### src/rtl/hazard_ctrl.sv
// Hazard controller for the 5-stage RV32I pipeline: stall/flush sequencing, E-stage forwarding, data-memory wait FSM.
// Optional performance counters are built when HAZARD_PERF_EN is defined.
module hazard_ctrl #(
  parameter int WIDTH       = 32,
  parameter int MEM_TIMEOUT = 64
) (
  input  logic             clk,
  input  logic             rst_n,
  input  logic [4:0]       rs1D,
  input  logic [4:0]       rs2D,
  input  logic [4:0]       rs1E,
  input  logic [4:0]       rs2E,
  input  logic [4:0]       rdE,
  input  logic [4:0]       rdM,
  input  logic [4:0]       rdW,
  input  logic [1:0]       resultsrcE,
  input  logic             regwriteM,
  input  logic             regwriteW,
  input  logic             pcsrcE,
  input  logic             memreqM,
  input  logic             memreadyM,
  output logic             stallF,
  output logic             stallD,
  output logic             stallE,
  output logic             stallM,
  output logic             flushD,
  output logic             flushE,
  output logic             flushW,
  output logic [1:0]       forwardAE,
  output logic [1:0]       forwardBE,
  output logic             memerr,
  output logic [WIDTH-1:0] stall_cycles,
  output logic [WIDTH-1:0] flush_count
);

  localparam int CW = $clog2(MEM_TIMEOUT) + 1;

  typedef enum logic {RUN, MEM_WAIT} state_t;

  state_t        state, state_d;
  logic [CW-1:0] wait_cnt, wait_cnt_d;
  logic          loaduse, memstall, timeout, hold;

  assign loaduse  = (resultsrcE == 2'b01) && (rdE != 5'd0) && ((rdE == rs1D) || (rdE == rs2D));
  assign memstall = memreqM && !memreadyM;
  assign timeout  = (state == MEM_WAIT) && (wait_cnt == CW'(MEM_TIMEOUT)) && !memreadyM;
  assign hold     = (state == MEM_WAIT) && !memreadyM && !timeout;

  // M stage has priority over W; x0 is never forwarded.
  always_comb begin
    forwardAE = 2'b00;
    forwardBE = 2'b00;
    if (regwriteM && (rdM != 5'd0) && (rdM == rs1E))      forwardAE = 2'b10;
    else if (regwriteW && (rdW != 5'd0) && (rdW == rs1E)) forwardAE = 2'b01;
    if (regwriteM && (rdM != 5'd0) && (rdM == rs2E))      forwardBE = 2'b10;
    else if (regwriteW && (rdW != 5'd0) && (rdW == rs2E)) forwardBE = 2'b01;
  end

  always_ff @(posedge clk or negedge rst_n) begin
    if (!rst_n) begin
      state    <= RUN;
      wait_cnt <= '0;
    end else begin
      state    <= state_d;
      wait_cnt <= wait_cnt_d;
    end
  end

  // The wait counter saturates at MEM_TIMEOUT, where the watchdog forces an exit.
  always_comb begin
    state_d    = state;
    wait_cnt_d = wait_cnt;
    case (state)
      RUN: begin
        if (memstall) begin
          state_d    = MEM_WAIT;
          wait_cnt_d = CW'(1);
        end
      end
      MEM_WAIT: begin
        if (memreadyM || timeout) begin
          state_d    = RUN;
          wait_cnt_d = '0;
        end else if (wait_cnt != CW'(MEM_TIMEOUT)) begin
          wait_cnt_d = wait_cnt + 1'b1;
        end
      end
      default: begin
        state_d    = RUN;
        wait_cnt_d = '0;
      end
    endcase
  end

  // Outputs are forced low during reset so a pending memstall cannot leak through.
  always_comb begin
    stallF = 1'b0;
    stallD = 1'b0;
    stallE = 1'b0;
    stallM = 1'b0;
    flushD = 1'b0;
    flushE = 1'b0;
    flushW = 1'b0;
    memerr = rst_n && timeout;
    if (rst_n) begin
      if (((state == RUN) && memstall) || hold) begin
        stallF = 1'b1;
        stallD = 1'b1;
        stallE = 1'b1;
        stallM = 1'b1;
        flushW = 1'b1;
      end else if (pcsrcE) begin
        flushD = 1'b1;
        flushE = 1'b1;
      end else if (loaduse) begin
        stallF = 1'b1;
        stallD = 1'b1;
        flushE = 1'b1;
      end
    end
  end

`ifdef HAZARD_PERF_EN
  logic [WIDTH-1:0] stall_q, flush_q;

  always_ff @(posedge clk or negedge rst_n) begin
    if (!rst_n) begin
      stall_q <= '0;
      flush_q <= '0;
    end else begin
      if (stallF)           stall_q <= stall_q + 1'b1;
      if (flushD || flushE) flush_q <= flush_q + 1'b1;
    end
  end

  assign stall_cycles = stall_q;
  assign flush_count  = flush_q;
`else
  assign stall_cycles = '0;
  assign flush_count  = '0;
`endif

endmodule

### config.mk
export PLATFORM = sky130hd
export DESIGN_NAME = hazard_ctrl
export DESIGN_NICKNAME = d
export VERILOG_FILES = /design/src/rtl/hazard_ctrl.sv
export SDC_FILE = /design/constraint.sdc
export NUM_CORES = 1
export LEC_CHECK = 0
export CAP_MARGIN = 10
export CORE_UTILIZATION = 35
export DETAILED_ROUTE_END_ITERATION = 16
export PLACE_DENSITY = 0.95
export SYNTH_ARGS = -nofsm -noshare
export SYNTH_HDL_FRONTEND = slang
export SYNTH_SLANG_ARGS = --single-unit
### constraint.sdc
create_clock -name clk -period 2.7 [get_ports clk]
set_input_delay 0.405 -clock clk [delete_from_list [all_inputs] [get_ports clk]]
set_output_delay 0.405 -clock clk [all_outputs]
set_load 0.05 [all_outputs]
# Word-level counts from Yosys, hierarchy flattened
# Cells that the tools add are included.
# word_totals
ff_bits	8
inputBits	44
out_inout_bits	76
wordCells	62
# op_classes
addsub	1
n_eq_ne	11
mux	23
bitwise_logic	1
reduce_logical	24
# ops
cell	count
$eq A5 B5 Y1	6
$mux W7	3
$mux W1	16
$logic_and A1 B1 Y1	15
$reduce_bool A5 Y1	3
$pmux W7 S2	1
$add A7 B1 Y7 const B	1
$eq A7 B7 Y1 const B	1
$ne A7 B7 Y1 const B	1
$mux W2	2
$logic_or A1 B1 Y1	3
$ne A3 B1 Y1 const B	1
$eq A2 B1 Y1 const B	1
$logic_not A1 Y1	2
$ne A2 B2 Y1 const B	1
$pmux W1 S2	1
$reduce_and A2 Y1	1
$not A1 Y1	1

# Longest topological paths before layout
# Gate-level depths: netlist of run 1.
# logic_depth
depth_word	8
ltp_mapped	7
ltp_nobuf	6

# Least setup slack after synthesis of run 1
# No wires, ideal clock.
# synth_timing
kind	input-to-output
startpoint	in rdM[4]
endpoint	out forwardAE[0]
t_arrival_ns	2.770
required_ns	2.295
slack_ns	-0.475
stages	4
n_path_buf	0
path_cell_list	xnor2_1 -> nand3_1 -> nor4_1 -> nor4_2
# synth_between
elab_chain_len	4
word_cells_on_any_way	5
classes_between	1 x eq/ne; 1 x mux; 3 x reduce/logical
# synth_lines
element	line_no	text
start: declaration	14	input logic [4:0] rdM,
$reduce_bool A5 Y1	53	if (regwriteM && (rdM != 5'd0) && (rdM == rs1E)) forwardAE = 2'b10;
$logic_and A1 B1 Y1	53	
$logic_and A1 B1 Y1 *	53	
$mux W2 *	53	
end: declaration	29	output logic [1:0] forwardAE,
# Every way passes the cells marked *; elsewhere a longest branch is shown, timed or not.

# Worst setup path in the final report of run 1
# layout_timing
startpoint	in rdM[4]
endpoint	out forwardBE[0]
# layout_between
elab_chain_len	4
word_cells_on_any_way	5
classes_between	1 x eq/ne; 1 x mux; 3 x reduce/logical
# layout_lines
element	line_no	text
$reduce_bool A5 Y1	55	if (regwriteM && (rdM != 5'd0) && (rdM == rs2E)) forwardBE = 2'b10;
$logic_and A1 B1 Y1	55	
$logic_and A1 B1 Y1 *	55	
$mux W2 *	55	
end: declaration	30	output logic [1:0] forwardBE,
# Marks and branches as above.

==> results of run 1 <==
## metal layers
layer,vias up,track usage (%)
li1,571,-
met1,554,12.3
met2,68,28.2
met3,9,5.56
met4,0,6.52
met5,-,0
## state kept, by name (all words and copies together) (netlist names)
signal	count
state	1
wait_cnt	7
## what timing repair did
item / in CTS / in global routing
hold buffers: 0 / 0
setup endpoints to repair: 0 / 3
hold endpoints to repair: 0 / 0
resized for setup: 0 / 8
## through the flow
stage                     hold WS, ns  TNS (ns)  instances
after detailed placement        0.543         0        279
after global placement          0.529         0        279
after global routing            0.447   -0.0891        282
final                           0.436         0        282
after CTS                       0.437         0        282
after floorplan                 0.109    -0.949        237
## cells in the mapped netlist, drive strengths merged
library cell,n
buf,67
xor2,24
dfrtp,8
nor2,7
o21ai,7
xnor2,7
inv,5
nand3,5
nor3,4
nor4,4
or4,4
a21oi,3
nand2,3
a211oi,2
a22o,2
and3,2
ha,2
nand2b,2
nand3b,2
nor2b,2
o21bai,2
a21o,1
a22oi,1
a311oi,1
and2,1
and3b,1
conb,1
nor4b,1
o2bb2ai,1
o32ai,1
or3,1
## where the power goes
part           leakage [nW]  internal [mW]  switching [mW]
clock                0.0216         0.0968          0.0491
sequential            0.108          0.127         0.00819
combinational         0.807          0.128           0.305
total                 0.936          0.352           0.363
## cells by family (layout without fill, tap and decap cells)
family,after synthesis,count (layout),synth area share (%)
buf+inv,72,69,36.7
fa+ha+maj,2,2,1.76
compound gates,21,21,10.7
flops,8,8,14.1
simple gates,39,39,17.4
xor+xnor,31,31,19.1
other cells,1,64,0.264
## worst max path at each step
stage	end	slack [ns]	depth (start not counted)
finish	forwardBE[0]	0.01	6
floorplan	forwardAE[0]	-0.47	4
global route	forwardAE[1]	-0.05	6
detailed placement	forwardAE[0]	0.04	6
global placement	forwardAE[0]	0.08	6
CTS	forwardAE[0]	0.03	6
## critical path: cells and delay by family
| kind | cells | cell delay [ns] |
|---|---|---|
| compound gates | 1 | 0.18 |
| buf+inv | 2 | 0.80 |
| simple gates | 3 | 0.90 |
## cell type report
cell class	instances	area (sq um)
Inverter	5	18.8
Clock buffer	3	41.3
Timing Repair Buffer	61	738
Multi-Input combinational cell	157	960
Fill cell	341	1750
Tap cell	48	60.1
Sequential cell	8	200
==> summary.log, run 1 <==
INFO  worst_setup_path timing.rr.start=wait_cnt[0]
INFO  sta            timing.final.setup_violations=0
INFO  route          drt-met1-wl=1120um
INFO  worst_setup_path critPathMaxStageDelay=0.54ns
INFO  floorplan      floorplan.die.width=65.8um
INFO  route          wl_met2=1830um
INFO  placed_design  dp.final_hpwl=2860um
INFO  sta            crit_path_setup_slack_layout=0.0125ns
INFO  route          first_iter_violations=16
INFO  cells_and_area final_cell_area=2020squm
INFO  worst_setup_path timing.critical_path.from_type=primary input
INFO  job            maxCapViolations=0
INFO  grt            grt_max_degree=10
INFO  route          routed_wirelength=3370um
INFO  synthesis      yosys-top-cells-area=buf_4 (35%), xor2_1 (15%), dfrtp_1 (14%)
INFO  sta            timing.final.hold_violations=0
INFO  floorplan      boundaryPins=120
INFO  synthesis      yosys.area.top_type_share=35.4%
INFO  worst_setup_path path_cells=clkdlybuf4s50_1 -> or4_1 -> o21ai_2 -> nor4_2 -> nor4_2 -> bufbuf_16
INFO  route          final_antenna_net_count=0
INFO  synthesis      avgSynthCellArea=8.18squm
INFO  synthesis      synth.yosys.warnings=0
INFO  cells_and_area layout_commonest_cell=conb_1
INFO  power          p_leak=0.936nW
INFO  route          drc=0
INFO  grt            grt_usage=14.3%
INFO  clocking       root_buffer=clkbuf_8
INFO  synthesis      yosysUniqueCellTypes=35
INFO  worst_setup_path crit_required=2.30ns
INFO  worst_setup_path r2r_end=wait_cnt[5]
INFO  clocking       postCtsSetupRepairBufs=0
INFO  worst_setup_path worst-setup-path-type=in2out
INFO  power          p_per_area=354nW/um^2
INFO  worst_setup_path ff2ff_setup_slack=1.01ns
INFO  route          post_drt_wl_per_cell=12.0um
INFO  clocking       cts.htree.levels=1
INFO  synthesis      synth_area_leader_cell=buf_4
INFO  power          vdd_ir_drop_max=0.302mV
INFO  route          met3WireLength=342um
INFO  route          number_of_search_and_repair_iterations_in_the_first_detailed_routing_pass=4
INFO  clocking       numCtsBuffers=3
INFO  route          routed.top_layer=met4
INFO  sta            clock.fmax=372MHz
INFO  worst_setup_path timing.critical_path.mode_cell=nor4_2
INFO  grt            overflow=0
INFO  grt            grt_first_pass_wirelength=4640um
INFO  cells_and_area nNetsFinal=282
INFO  floorplan      total_die_area=4320squm
INFO  clocking       clock_tree_from_tritoncts=done
INFO  cells_and_area antenna-diode-count=0
INFO  sta            layout_min_cycle_time=2.69ns
INFO  clocking       cts_max_path_buffers=2
INFO  sta            max_slew_margin=55.1%
INFO  clocking       clock_sinks=8
INFO  worst_setup_path worst_setup_path_end_kind=primary output
INFO  synthesis      post_synth_instance_area=1420squm
INFO  placed_design  dp_worst_setup_slack=0.0358ns
INFO  floorplan      initial_util=37.7%
INFO  status         status=completed
INFO  sta            finClkSkew=0.00569ns
INFO  min_path       holdCritPathClass=in2async
INFO  synthesis      synth.yosys.seq_area_share=14.1%
INFO  floorplan      row_count=22
INFO  worst_setup_path critical_path_arrival=2.28ns
INFO  grt            first_global_vias=1099
INFO  synthesis      synth-seq-cells=8
INFO  sta            rsz0062_at_grt=true
INFO  clocking       clk_transition_reported_paths=0.04ns
INFO  sta            tightest_slew=0.667ns
INFO  cells_and_area finalCoreUtilization=53.5%
INFO  route          avgViaCountPerCell=4.26
INFO  sta            final_min_period_over_clock_period=99.5%
INFO  floorplan      fp.dieH=65.8um
INFO  clocking       clock_insertion_delay_at_the_later_pin_of_the_skew_report=0.23ns
INFO  route          detailroute.via_count=1202
INFO  placed_design  gp_congestion=0.838
INFO  placed_design  io_buf_count=55
INFO  worst_setup_path critPathLaunch=rdM[4]
INFO  placed_design  detailed_place.area=1940squm
INFO  grt            antenna_violations_before_repair=0
INFO  power          fin_total_pwr=715uW
INFO  floorplan      fp.coreArea=3770squm
INFO  worst_setup_path worst-path-max-fanout=3
INFO  sta            final_number_of_max_transition_violations=0
INFO  worst_setup_path cp_slowest_cell=or4_1
INFO  synthesis      post_synth_inst_count=174
INFO  cells_and_area drive_above_1_share=12.8%
INFO  worst_setup_path timing.reg2reg.worst_path_depth=6
INFO  cells_and_area mostFrequentLayoutCells=conb_1 (64), clkdlybuf4s50_1 (39), xor2_1 (24), buf_12 (11), dfrtp_1 (8)
INFO  cells_and_area area.growth.synth_to_final=41.9%
Note: power is estimated with default switching activity, not from simulation.
==> run 2: changes to the inputs <==
--- a/config.mk
+++ b/config.mk
@@ -6,8 +6,10 @@
 export NUM_CORES = 1
 export LEC_CHECK = 0
 export CAP_MARGIN = 10
+export CORE_MARGIN = 2
 export CORE_UTILIZATION = 35
 export DETAILED_ROUTE_END_ITERATION = 16
+export GPL_TIMING_DRIVEN = 0
 export PLACE_DENSITY = 0.95
 export SYNTH_ARGS = -nofsm -noshare
 export SYNTH_HDL_FRONTEND = slang
==> run 2 against run 1 <==
Setup slack improved by 0.0016 ns. Register-to-register slack improved by 0.03 ns. Worst hold slack improved by 0.077 ns. Design area grew 14%. Via count rose by 15%. Flip-flop and latch count is the same. Core utilization increased by 4.8 points. Global-route usage up 1.4 points. Combinational power up 11%. Maximum frequency hardly changed. Critical endpoint is now forwardAE[0]. Largest cell class is now non-clock buffers. Largest power group unchanged.
==> summary.log, run 2 (synthesized netlist as in run 1, its figures left out) <==
INFO  cells_and_area layout_commonest_cell=buf_4
INFO  cells_and_area finalCoreUtilization=58.3%
INFO  floorplan      boundaryPins=120
INFO  clocking       postCtsSetupRepairBufs=0
INFO  clocking       clock_insertion_delay_at_the_later_pin_of_the_skew_report=0.23ns
INFO  min_path       holdCritPathClass=in2async
INFO  floorplan      initial_util=36.1%
INFO  worst_setup_path critPathLaunch=rdM[1]
INFO  worst_setup_path worst-setup-path-type=in2out
INFO  clocking       clk_transition_reported_paths=0.04ns
INFO  clocking       numCtsBuffers=3
INFO  clocking       clock_tree_from_tritoncts=done
INFO  sta            crit_path_setup_slack_layout=0.0141ns
INFO  cells_and_area drive_above_1_share=29.2%
INFO  sta            final_number_of_max_transition_violations=0
INFO  worst_setup_path crit_required=2.30ns
INFO  placed_design  dp_worst_setup_slack=-0.560ns
INFO  sta            max_slew_margin=64.5%
INFO  worst_setup_path critical_path_arrival=2.28ns
INFO  grt            antenna_violations_before_repair=0
INFO  sta            finClkSkew=0.00597ns
INFO  cells_and_area nNetsFinal=343
INFO  floorplan      total_die_area=4590squm
INFO  worst_setup_path timing.rr.start=wait_cnt[2]
INFO  sta            whs=0.513ns
INFO  floorplan      fp.coreArea=3940squm
INFO  clocking       cts_max_path_buffers=2
INFO  worst_setup_path worst-path-max-fanout=3
INFO  route          post_drt_wl_per_cell=11.1um
INFO  route          final_antenna_net_count=0
INFO  route          number_of_search_and_repair_iterations_in_the_first_detailed_routing_pass=4
INFO  sta            final_min_period_over_clock_period=99.5%
INFO  power          p_leak=1.20nW
INFO  grt            grt_usage=15.7%
INFO  sta            rsz0062_at_grt=false
INFO  clocking       cts.htree.levels=1
INFO  placed_design  io_buf_count=55
INFO  floorplan      fp.dieH=67.8um
INFO  power          p_per_area=333nW/um^2
INFO  sta            layout_min_cycle_time=2.69ns
INFO  cells_and_area layout_top_registers=wait_cnt (7), state (1)
INFO  placed_design  post-place-cells=342
INFO  status         status=completed
INFO  sta            tightest_slew=0.527ns
INFO  worst_setup_path timing.critical_path.from_type=primary input
INFO  cells_and_area largest_register_ffs=7
INFO  cells_and_area max_flop_register=wait_cnt
INFO  cells_and_area nFillCells=347
INFO  floorplan      floorplan.die.width=67.8um
INFO  job            maxCapViolations=0
INFO  sta            clock.fmax=372MHz
INFO  grt            grt_max_degree=14
INFO  placed_design  gp_congestion=0.886
INFO  cells_and_area mostFrequentLayoutCells=buf_4 (68), conb_1 (64), clkdlybuf4s50_1 (43), xor2_1 (24), dfrtp_1 (8)
INFO  placed_design  dp.final_hpwl=3360um
INFO  power          vdd_ir_drop_max=0.363mV
INFO  sta            timing.final.hold_violations=0
INFO  grt            grt_first_pass_wirelength=5350um
INFO  floorplan      row_count=23
INFO  grt            overflow=0
INFO  worst_setup_path worst_setup_path_end_kind=primary output
INFO  sta            timing.final.setup_violations=0
INFO  route          drc=0
INFO  route          first_iter_violations=34
INFO  cells_and_area area.growth.synth_to_final=61.5%
INFO  cells_and_area finish.cell_count_without_fillers=345
INFO  grt            first_global_vias=1231
INFO  cells_and_area antenna-diode-count=0
INFO  clocking       root_buffer=clkbuf_8
INFO  route          detailroute.via_count=1380
INFO  clocking       clock_sinks=8
INFO  route          routed_wirelength=3820um
INFO  route          avgViaCountPerCell=4.00
INFO  clocking       cts_hold_buf=0
-- run 2: metrics by stage --
step	instance area [sq um]	total power, mW	TNS (ns)
floorplan	1660	0.503	-0.949
global placement	2280	0.608	-2.41
detailed placement	2280	0.615	-2.81
CTS	2310	0.764	0
global route	2300	0.806	0
finish	2300	0.764	0
-- run 2: what timing repair did --
action,CTS,global route
setup endpoints to repair,12,8
gates resized for setup,33,8
gates cloned,0,0
pin swaps,0,0
-- run 2: final cells by class --
type / count / area (sq um) / area share [%]
inverters: 5 / 18.8 / 0.817
repair buffers: 55 / 517 / 22.5
plain buffers: 67 / 503 / 21.9
clock buffers: 3 / 41.3 / 1.80
multi-input cells: 157 / 955 / 41.6
well taps: 50 / 62.6 / 2.72
flip-flops and latches: 8 / 200 / 8.71
-- run 2: worst max-delay path, cell delays in order --
cell and delay [ns]:
clkdlybuf4s50_1 0.47, or4_1 0.58, o21ai_2 0.17, nor4_1 0.11
nor4_2 0.29, buf_4 0.25
-- run 2: power breakdown --
| group | internal [mW] | switching, mW |
|---|---|---|
| combinational | 0.171 | 0.311 |
| clock | 0.0968 | 0.0494 |
| sequential | 0.127 | 0.00838 |
| total | 0.395 | 0.369 |
-- run 2: path summary, 6_finish.rpt --
path / end / cells after the start / slack [ns]
min reg2reg: wait_cnt[1] / 1 / 0.55
max in group asynchronous: state / 1 / 1.84
min: wait_cnt[2] / 1 / 0.51
max: forwardAE[0] / 6 / 0.01
min in group clk: wait_cnt[1] / 1 / 0.55
max reg2reg: wait_cnt[5] / 4 / 1.04
-- run 2: routing by layer --
metal / up-vias / GRT usage (%) / share of wire [%]
li1: 696 / - / -
met4: 0 / 8.16 / 2.6
met2: 80 / 32.8 / 54
met1: 593 / 12.1 / 30
met5: - / 0 / 0
met3: 11 / 5.33 / 14
